`config.mk`:
```
export PLATFORM = sky130hd
export DESIGN_NAME = puf_challenge_sequencer
export DESIGN_NICKNAME = d
export VERILOG_FILES = /design/src/rtl/puf_challenge_sequencer.sv
export SDC_FILE = /design/constraint.sdc
export NUM_CORES = 1
export LEC_CHECK = 0
export ABC_CLOCK_PERIOD_IN_PS = 2500
export CELL_PAD_IN_SITES_DETAIL_PLACEMENT = 0
export CELL_PAD_IN_SITES_GLOBAL_PLACEMENT = 1
export CORE_MARGIN = 2
export CORE_UTILIZATION = 25
export CTS_CLUSTER_DIAMETER = 30
export DETAILED_ROUTE_END_ITERATION = 8
export GPL_TIMING_DRIVEN = 0
export PLACE_DENSITY = 0.6
export SYNTH_ARGS = -nofsm -noshare
export SYNTH_HDL_FRONTEND = slang
export SYNTH_SLANG_ARGS = --single-unit
```
`constraint.sdc`:
```
create_clock -name clk -period 2.5 [get_ports clk]
set_input_delay 0.25 -clock clk [delete_from_list [all_inputs] [get_ports clk]]
set_output_delay 0.25 -clock clk [all_outputs]
set_load 0.005 [all_outputs]
```
`src/rtl/puf_challenge_sequencer.sv`:
```
`default_nettype none
// ============================================================================
//  Module      : puf_challenge_sequencer
//  Description : Challenge-side controller for the dual-bank ring-oscillator
//                PUF. It walks NBITS oscillator pairs, times clear/measure/
//                freeze windows, and compares the frozen counts into a
//                response word that is offered with a valid/ack handshake.
//                Optional macro PUF_MAJORITY_EN: three measurements per pair,
//                with the response bit taken as the 2-of-3 majority.
//  Revision    : 1.0 - initial release
// ============================================================================
module puf_challenge_sequencer #(
   parameter int NBITS         = 8,
   parameter int SEL_W         = 4,
   parameter int CNT_W         = 16,
   parameter int WIN_CYCLES    = 1024,
   parameter int SETTLE_CYCLES = 4
) (
   input  logic               clk,
   input  logic               rst_n,
   input  logic               start,
   input  logic [2*SEL_W-1:0] challenge,
   input  logic               resp_ack,
   output logic [SEL_W-1:0]   sel_a,
   output logic [SEL_W-1:0]   sel_b,
   output logic               osc_en,
   output logic               cnt_clear,
   input  logic [CNT_W-1:0]   cnt_a,
   input  logic [CNT_W-1:0]   cnt_b,
   output logic               busy,
   output logic [NBITS-1:0]   response,
   output logic               resp_valid,
   output logic               tie_seen,
   output logic               ovf_seen
);

   localparam int IDX_W = (NBITS > 1) ? $clog2(NBITS) : 1;
   localparam int TMAX  = (WIN_CYCLES > SETTLE_CYCLES) ? WIN_CYCLES : SETTLE_CYCLES;
   localparam int TMR_W = $clog2(TMAX);

   localparam logic [TMR_W-1:0] c_win_last    = TMR_W'(WIN_CYCLES - 1);
   localparam logic [TMR_W-1:0] c_settle_last = TMR_W'(SETTLE_CYCLES - 1);
   localparam logic [IDX_W-1:0] c_idx_last    = IDX_W'(NBITS - 1);
   localparam logic [CNT_W-1:0] c_cnt_max     = '1;

   localparam logic [2:0] c_st_idle    = 3'd0;
   localparam logic [2:0] c_st_clear   = 3'd1;
   localparam logic [2:0] c_st_measure = 3'd2;
   localparam logic [2:0] c_st_freeze  = 3'd3;
   localparam logic [2:0] c_st_compare = 3'd4;
   localparam logic [2:0] c_st_done    = 3'd5;

   logic [2:0]       state_q,  state_d;
   logic [IDX_W-1:0] idx_q,    idx_d;
   logic [TMR_W-1:0] tmr_q,    tmr_d;
   logic [SEL_W-1:0] base_a_q, base_a_d;
   logic [SEL_W-1:0] base_b_q, base_b_d;
   logic [SEL_W-1:0] sel_a_q,  sel_a_d;
   logic [SEL_W-1:0] sel_b_q,  sel_b_d;
   logic [NBITS-1:0] resp_q,   resp_d;
   logic             tie_q,    tie_d;
   logic             ovf_q,    ovf_d;
   logic             osc_en_q, cnt_clear_q, busy_q, valid_q;
`ifdef PUF_MAJORITY_EN
   logic [1:0]       rep_q,    rep_d;
   logic [1:0]       votes_q,  votes_d;
`endif

   logic             w_sel_eq;
   logic             w_bit;
   logic             w_tie;
   logic             w_ovf;
   logic [IDX_W-1:0] w_idx_next;

   // Equal selects compare one oscillator against itself: force 0 and flag it.
   assign w_sel_eq   = (sel_a_q == sel_b_q);
   assign w_bit      = !w_sel_eq && (cnt_a > cnt_b);
   assign w_tie      = w_sel_eq || (cnt_a == cnt_b);
   assign w_ovf      = (cnt_a == c_cnt_max) || (cnt_b == c_cnt_max);
   assign w_idx_next = idx_q + IDX_W'(1);

   always_comb begin
      state_d  = state_q;
      idx_d    = idx_q;
      tmr_d    = tmr_q;
      base_a_d = base_a_q;
      base_b_d = base_b_q;
      sel_a_d  = sel_a_q;
      sel_b_d  = sel_b_q;
      resp_d   = resp_q;
      tie_d    = tie_q;
      ovf_d    = ovf_q;
`ifdef PUF_MAJORITY_EN
      rep_d    = rep_q;
      votes_d  = votes_q;
`endif
      case (state_q)
         c_st_idle, c_st_done: begin
            if (start) begin
               base_a_d = challenge[SEL_W-1:0];
               base_b_d = challenge[2*SEL_W-1:SEL_W];
               sel_a_d  = challenge[SEL_W-1:0];
               sel_b_d  = challenge[2*SEL_W-1:SEL_W];
               idx_d    = '0;
               tmr_d    = '0;
               resp_d   = '0;
               tie_d    = 1'b0;
               ovf_d    = 1'b0;
`ifdef PUF_MAJORITY_EN
               rep_d    = 2'd0;
               votes_d  = 2'd0;
`endif
               state_d  = c_st_clear;
            end else if (resp_ack && (state_q == c_st_done)) begin
               state_d  = c_st_idle;
            end
         end
         c_st_clear: begin
            if (tmr_q == c_settle_last) begin
               tmr_d   = '0;
               state_d = c_st_measure;
            end else begin
               tmr_d   = tmr_q + TMR_W'(1);
            end
         end
         c_st_measure: begin
            if (tmr_q == c_win_last) begin
               tmr_d   = '0;
               state_d = c_st_freeze;
            end else begin
               tmr_d   = tmr_q + TMR_W'(1);
            end
         end
         c_st_freeze: begin
            if (tmr_q == c_settle_last) begin
               tmr_d   = '0;
               state_d = c_st_compare;
            end else begin
               tmr_d   = tmr_q + TMR_W'(1);
            end
         end
         c_st_compare: begin
            tie_d   = tie_q | w_tie;
            ovf_d   = ovf_q | w_ovf;
            state_d = c_st_clear;
`ifdef PUF_MAJORITY_EN
            if (rep_q != 2'd2) begin
               rep_d   = rep_q + 2'd1;
               votes_d = votes_q + {1'b0, w_bit};
            end else begin
               rep_d         = 2'd0;
               votes_d       = 2'd0;
               resp_d[idx_q] = (votes_q == 2'd2) || ((votes_q == 2'd1) && w_bit);
               if (idx_q == c_idx_last) begin
                  state_d = c_st_done;
               end else begin
                  idx_d   = w_idx_next;
                  sel_a_d = base_a_q + SEL_W'(w_idx_next);
                  sel_b_d = base_b_q + SEL_W'(w_idx_next);
               end
            end
`else
            resp_d[idx_q] = w_bit;
            if (idx_q == c_idx_last) begin
               state_d = c_st_done;
            end else begin
               idx_d   = w_idx_next;
               sel_a_d = base_a_q + SEL_W'(w_idx_next);
               sel_b_d = base_b_q + SEL_W'(w_idx_next);
            end
`endif
         end
         default: state_d = c_st_idle;
      endcase
   end

   // Outputs are registered from the next state so they switch with it.
   always_ff @(posedge clk or posedge rst_n) begin
      if (rst_n) begin
         state_q     <= c_st_idle;
         idx_q       <= '0;
         tmr_q       <= '0;
         base_a_q    <= '0;
         base_b_q    <= '0;
         sel_a_q     <= '0;
         sel_b_q     <= '0;
         resp_q      <= '0;
         tie_q       <= 1'b0;
         ovf_q       <= 1'b0;
         osc_en_q    <= 1'b0;
         cnt_clear_q <= 1'b1;
         busy_q      <= 1'b0;
         valid_q     <= 1'b0;
`ifdef PUF_MAJORITY_EN
         rep_q       <= 2'd0;
         votes_q     <= 2'd0;
`endif
      end else begin
         state_q     <= state_d;
         idx_q       <= idx_d;
         tmr_q       <= tmr_d;
         base_a_q    <= base_a_d;
         base_b_q    <= base_b_d;
         sel_a_q     <= sel_a_d;
         sel_b_q     <= sel_b_d;
         resp_q      <= resp_d;
         tie_q       <= tie_d;
         ovf_q       <= ovf_d;
         osc_en_q    <= (state_d == c_st_measure);
         cnt_clear_q <= (state_d == c_st_idle) || (state_d == c_st_clear) ||
                        (state_d == c_st_done);
         busy_q      <= (state_d != c_st_idle) && (state_d != c_st_done);
         valid_q     <= (state_d == c_st_done);
`ifdef PUF_MAJORITY_EN
         rep_q       <= rep_d;
         votes_q     <= votes_d;
`endif
      end
   end

   assign sel_a      = sel_a_q;
   assign sel_b      = sel_b_q;
   assign osc_en     = osc_en_q;
   assign cnt_clear  = cnt_clear_q;
   assign busy       = busy_q;
   assign response   = resp_q;
   assign resp_valid = valid_q;
   assign tie_seen   = tie_q;
   assign ovf_seen   = ovf_q;

endmodule
`default_nettype wire

```
==> flow_summary.toml <==
[place]
io_buffers = 65
place_area_sq_um = 3730
place_ws_ns = -0.379
gp_congestion = 0.794
hpwl_um = 5960

[worst_setup_path]
critPathCaptureType = "flip-flop"
critPathBufInv = 0
cp.arrival_ns = 2.42
slowest_delay_ns = 0.54
slowest_stage = "or3b_2"
cp_top_family = "simple AND/OR/NAND/NOR gates"
worst_ep_required_time_ns = 2.68
start_kind = "flip-flop"
criticalPathCategory = "flip-flop to flip-flop"
worstPathMaxFanout = 10
cp_cell_sequence = "ha_1 > or3b_2 > o31ai_4 > a21oi_2 > and3_1 > a221o_1"

[finish]
final_core_util = 0.344
post-route-cell-area_sq_um = 3900
nets = 461
final_common_cell = "clkdlybuf4s50_1"
fill_cells = 1227
final_cell_mix = "65 x clkdlybuf4s50_1, 56 x nand2_1, 45 x dfrtp_1, 25 x ha_1"
num_antenna_cells = 0
final_layout_size_suffix_gt1_frac = 0.0614
area_delta_synth_final_pct = 35.2
seq_area_sq_um = 1150
multiInputGateArea_sq_um = 1630

[clocking]
root_buffer = "clkbuf_16"
cts_made_buffers = 5
htree_levels = 2
clock_sinks = 46
clkSlewWorstSetupHoldPaths_ns = 0.07
clockBufferDepth = 2
tritoncts = "done"
clk_latency_ns = 0.29

[synthesis]
syn_area_sq_um = 2890
yosysTopAreaCell = "dfrtp_1"
synth_area_per_cell_sq_um = 9.10
mappedNetlistNets = 388
ys_seq_area_frac = 0.399
synth_top_cell_area_share = 0.390
yosys_warnings = 0
synth_area_leaders = "dfrtp_1 39%, ha_1 11%, nand2_1 7.3%, o21ai_0 3.5%, mux2i_1 2.8%"
synth_edf_count = 0
ys_ff_latch = 46
synth_flop_cell = "dfrtp_1"
synthDistinctLibCells = 49
syn_inst = 317
synth-async-reset-ratio = 1.00

[drt]
drt_iter0_drc = 70
postRouteAntennaNets = 0
drc_errors = 0
routed_via_density = 4.76
wl_per_cell_um = 14.2
num_vias = 2540
wirelength_um = 7580
drt-pass1-iter-count = 4

[pwr]
vdd_drop_max_mv = 0.382
p_leak_nw = 1.76
p_per_area_nw_per_um2 = 845

[sta]
tightest_slew_ns = 0.756
setup_viol = 0
slew_viol_final = 0
layout_setup_ws_ns = 0.258
clock.fmax_mhz = 446
finClkSkew_ns = 0.00858
fin_crit_sh = 0.897
worst_hold_slack_ns = 0.289
fin_crit_ns = 2.24
slew_headroom = 0.496
rsz0062_at_grt = "no"
timing_hold_violations_final = 0

[floorplan]
coreArea_sq_um = 11300
fp.dieArea_sq_um = 12400
start_util = 0.255
io_pins = 66
rows = 39
die_x_um = 111
die_h_um = 111

[global_routing]
grt_pass1_wl_um = 12900
grt_max_degree = 29
grt_pass1_vias = 2587
antenna_found_initial = 0
grt_usage = 0.126
grt_overflow = 0

[run]
cap_violations = 0

[run_status]
run_status = "complete, no violations"

[min_path]
hp-class = "input pin to asynchronous set/reset pin"
routing by layer:
layer,GRT usage,part of all wire
met1,0.173,0.49
met2,0.206,0.45
met4,0.0272,0.0098
met3,0.0283,0.053
met5,0,0
path summary, 6_finish.rpt:
| kind | slack (ns) | cells past startpoint | from | endpoint |
|---|---|---|---|---|
| max in group asynchronous | 1.63 | 3 | rst_n | cnt_clear |
| hold / removal | 0.29 | 2 | rst_n | base_a_q[1] |
| setup reg to reg | 0.26 | 6 | tmr_q[0] | tmr_q[4] |
| hold reg to reg | 0.47 | 2 | ovf_seen | ovf_seen |
| min in group clk | 0.47 | 2 | ovf_seen | ovf_seen |
| setup / recovery | 0.26 | 6 | tmr_q[0] | tmr_q[4] |
synthesized netlist by cell type (2+ instances only):
| master | n |
|---|---|
| mux2i_1 | 8 |
| clkbuf_1 | 6 |
| nor2_1 | 12 |
| ha_1 | 25 |
| and3_1 | 2 |
| inv_1 | 21 |
| buf_2 | 2 |
| or3_1 | 2 |
| a21o_1 | 6 |
| fa_1 | 2 |
| nor4_1 | 6 |
| xnor2_1 | 4 |
| o21ai_0 | 20 |
| nor2b_1 | 6 |
| a22o_1 | 4 |
| nand2_1 | 56 |
| o211ai_1 | 3 |
| xor2_1 | 6 |
| a21oi_1 | 15 |
| o31ai_1 | 2 |
| dfrtp_1 | 45 |
| nand3_1 | 14 |
| o21ai_1 | 2 |
| nor3_1 | 11 |
| nand4_1 | 11 |
| nand2b_1 | 3 |
cell families (layout without fill, tap and decap cells):
kind of cell / Yosys count / in the layout / share of synthesized area
xor+xnor: 10 / 10 / 0.0304
fa+ha+maj: 27 / 27 / 0.122
compound gates: 65 / 65 / 0.156
mux: 8 / 8 / 0.0278
simple gates: 131 / 131 / 0.225
buf+inv: 30 / 104 / 0.0399
flops: 46 / 46 / 0.399
area by class of cell:
| class | count | share of cell area |
|---|---|---|
| multi-input combinational | 241 | 0.418 |
| clock buffer | 6 | 0.0356 |
| tap | 143 | 0.0459 |
| buffer | 9 | 0.00930 |
| timing repair buffer | 66 | 0.172 |
| clock inverter | 2 | 0.00321 |
| inverter | 21 | 0.0202 |
| sequential | 46 | 0.295 |
power by group:
group	total, mW	switching (mW)	leakage, nW	internal [mW]
registers	1.15	0.188	0.600	0.965
clock network	0.698	0.302	0.0729	0.397
logic	1.44	0.759	1.08	0.685
total	3.29	1.25	1.76	2.05
sequential cells by signal (all words and copies together), names as in the netlist:
register    flops
ovf_seen        1
sel_b           4
osc_en          1
base_b_q        4
sel_a           4
busy            1
cnt_clear       1
resp_valid      1
tie_seen        1
idx_q           3
state_q         3
tmr_q          10
response        8
base_a_q        4
through the flow:
| stage | cells | total power, mW | setup TNS [ns] |
|---|---|---|---|
| 2_1_floorplan | 317 | 2.06 | 0 |
| 3_3_place_gp | 525 | 2.60 | -2.49 |
| 3_5_place_dp | 526 | 2.62 | -2.80 |
| 4_1_cts | 534 | 3.32 | 0 |
| 5_1_grt | 534 | 3.57 | 0 |
| 6_report | 534 | 3.29 | 0 |
worst register-to-register path, stage by stage (launching register included):
cell	delay [ns]
dfrtp_1	0.40
ha_1	0.30
or3b_2	0.54
o31ai_4	0.24
a21oi_2	0.19
and3_1	0.21
a221o_1	0.25
repair_timing:
item	CTS	global route
hold buffers	0	0
setup endpoints to repair	8	1
resized for setup	1	1
buffers inserted	0	0
No activity file was read; power rests on OpenSTA's default activity.
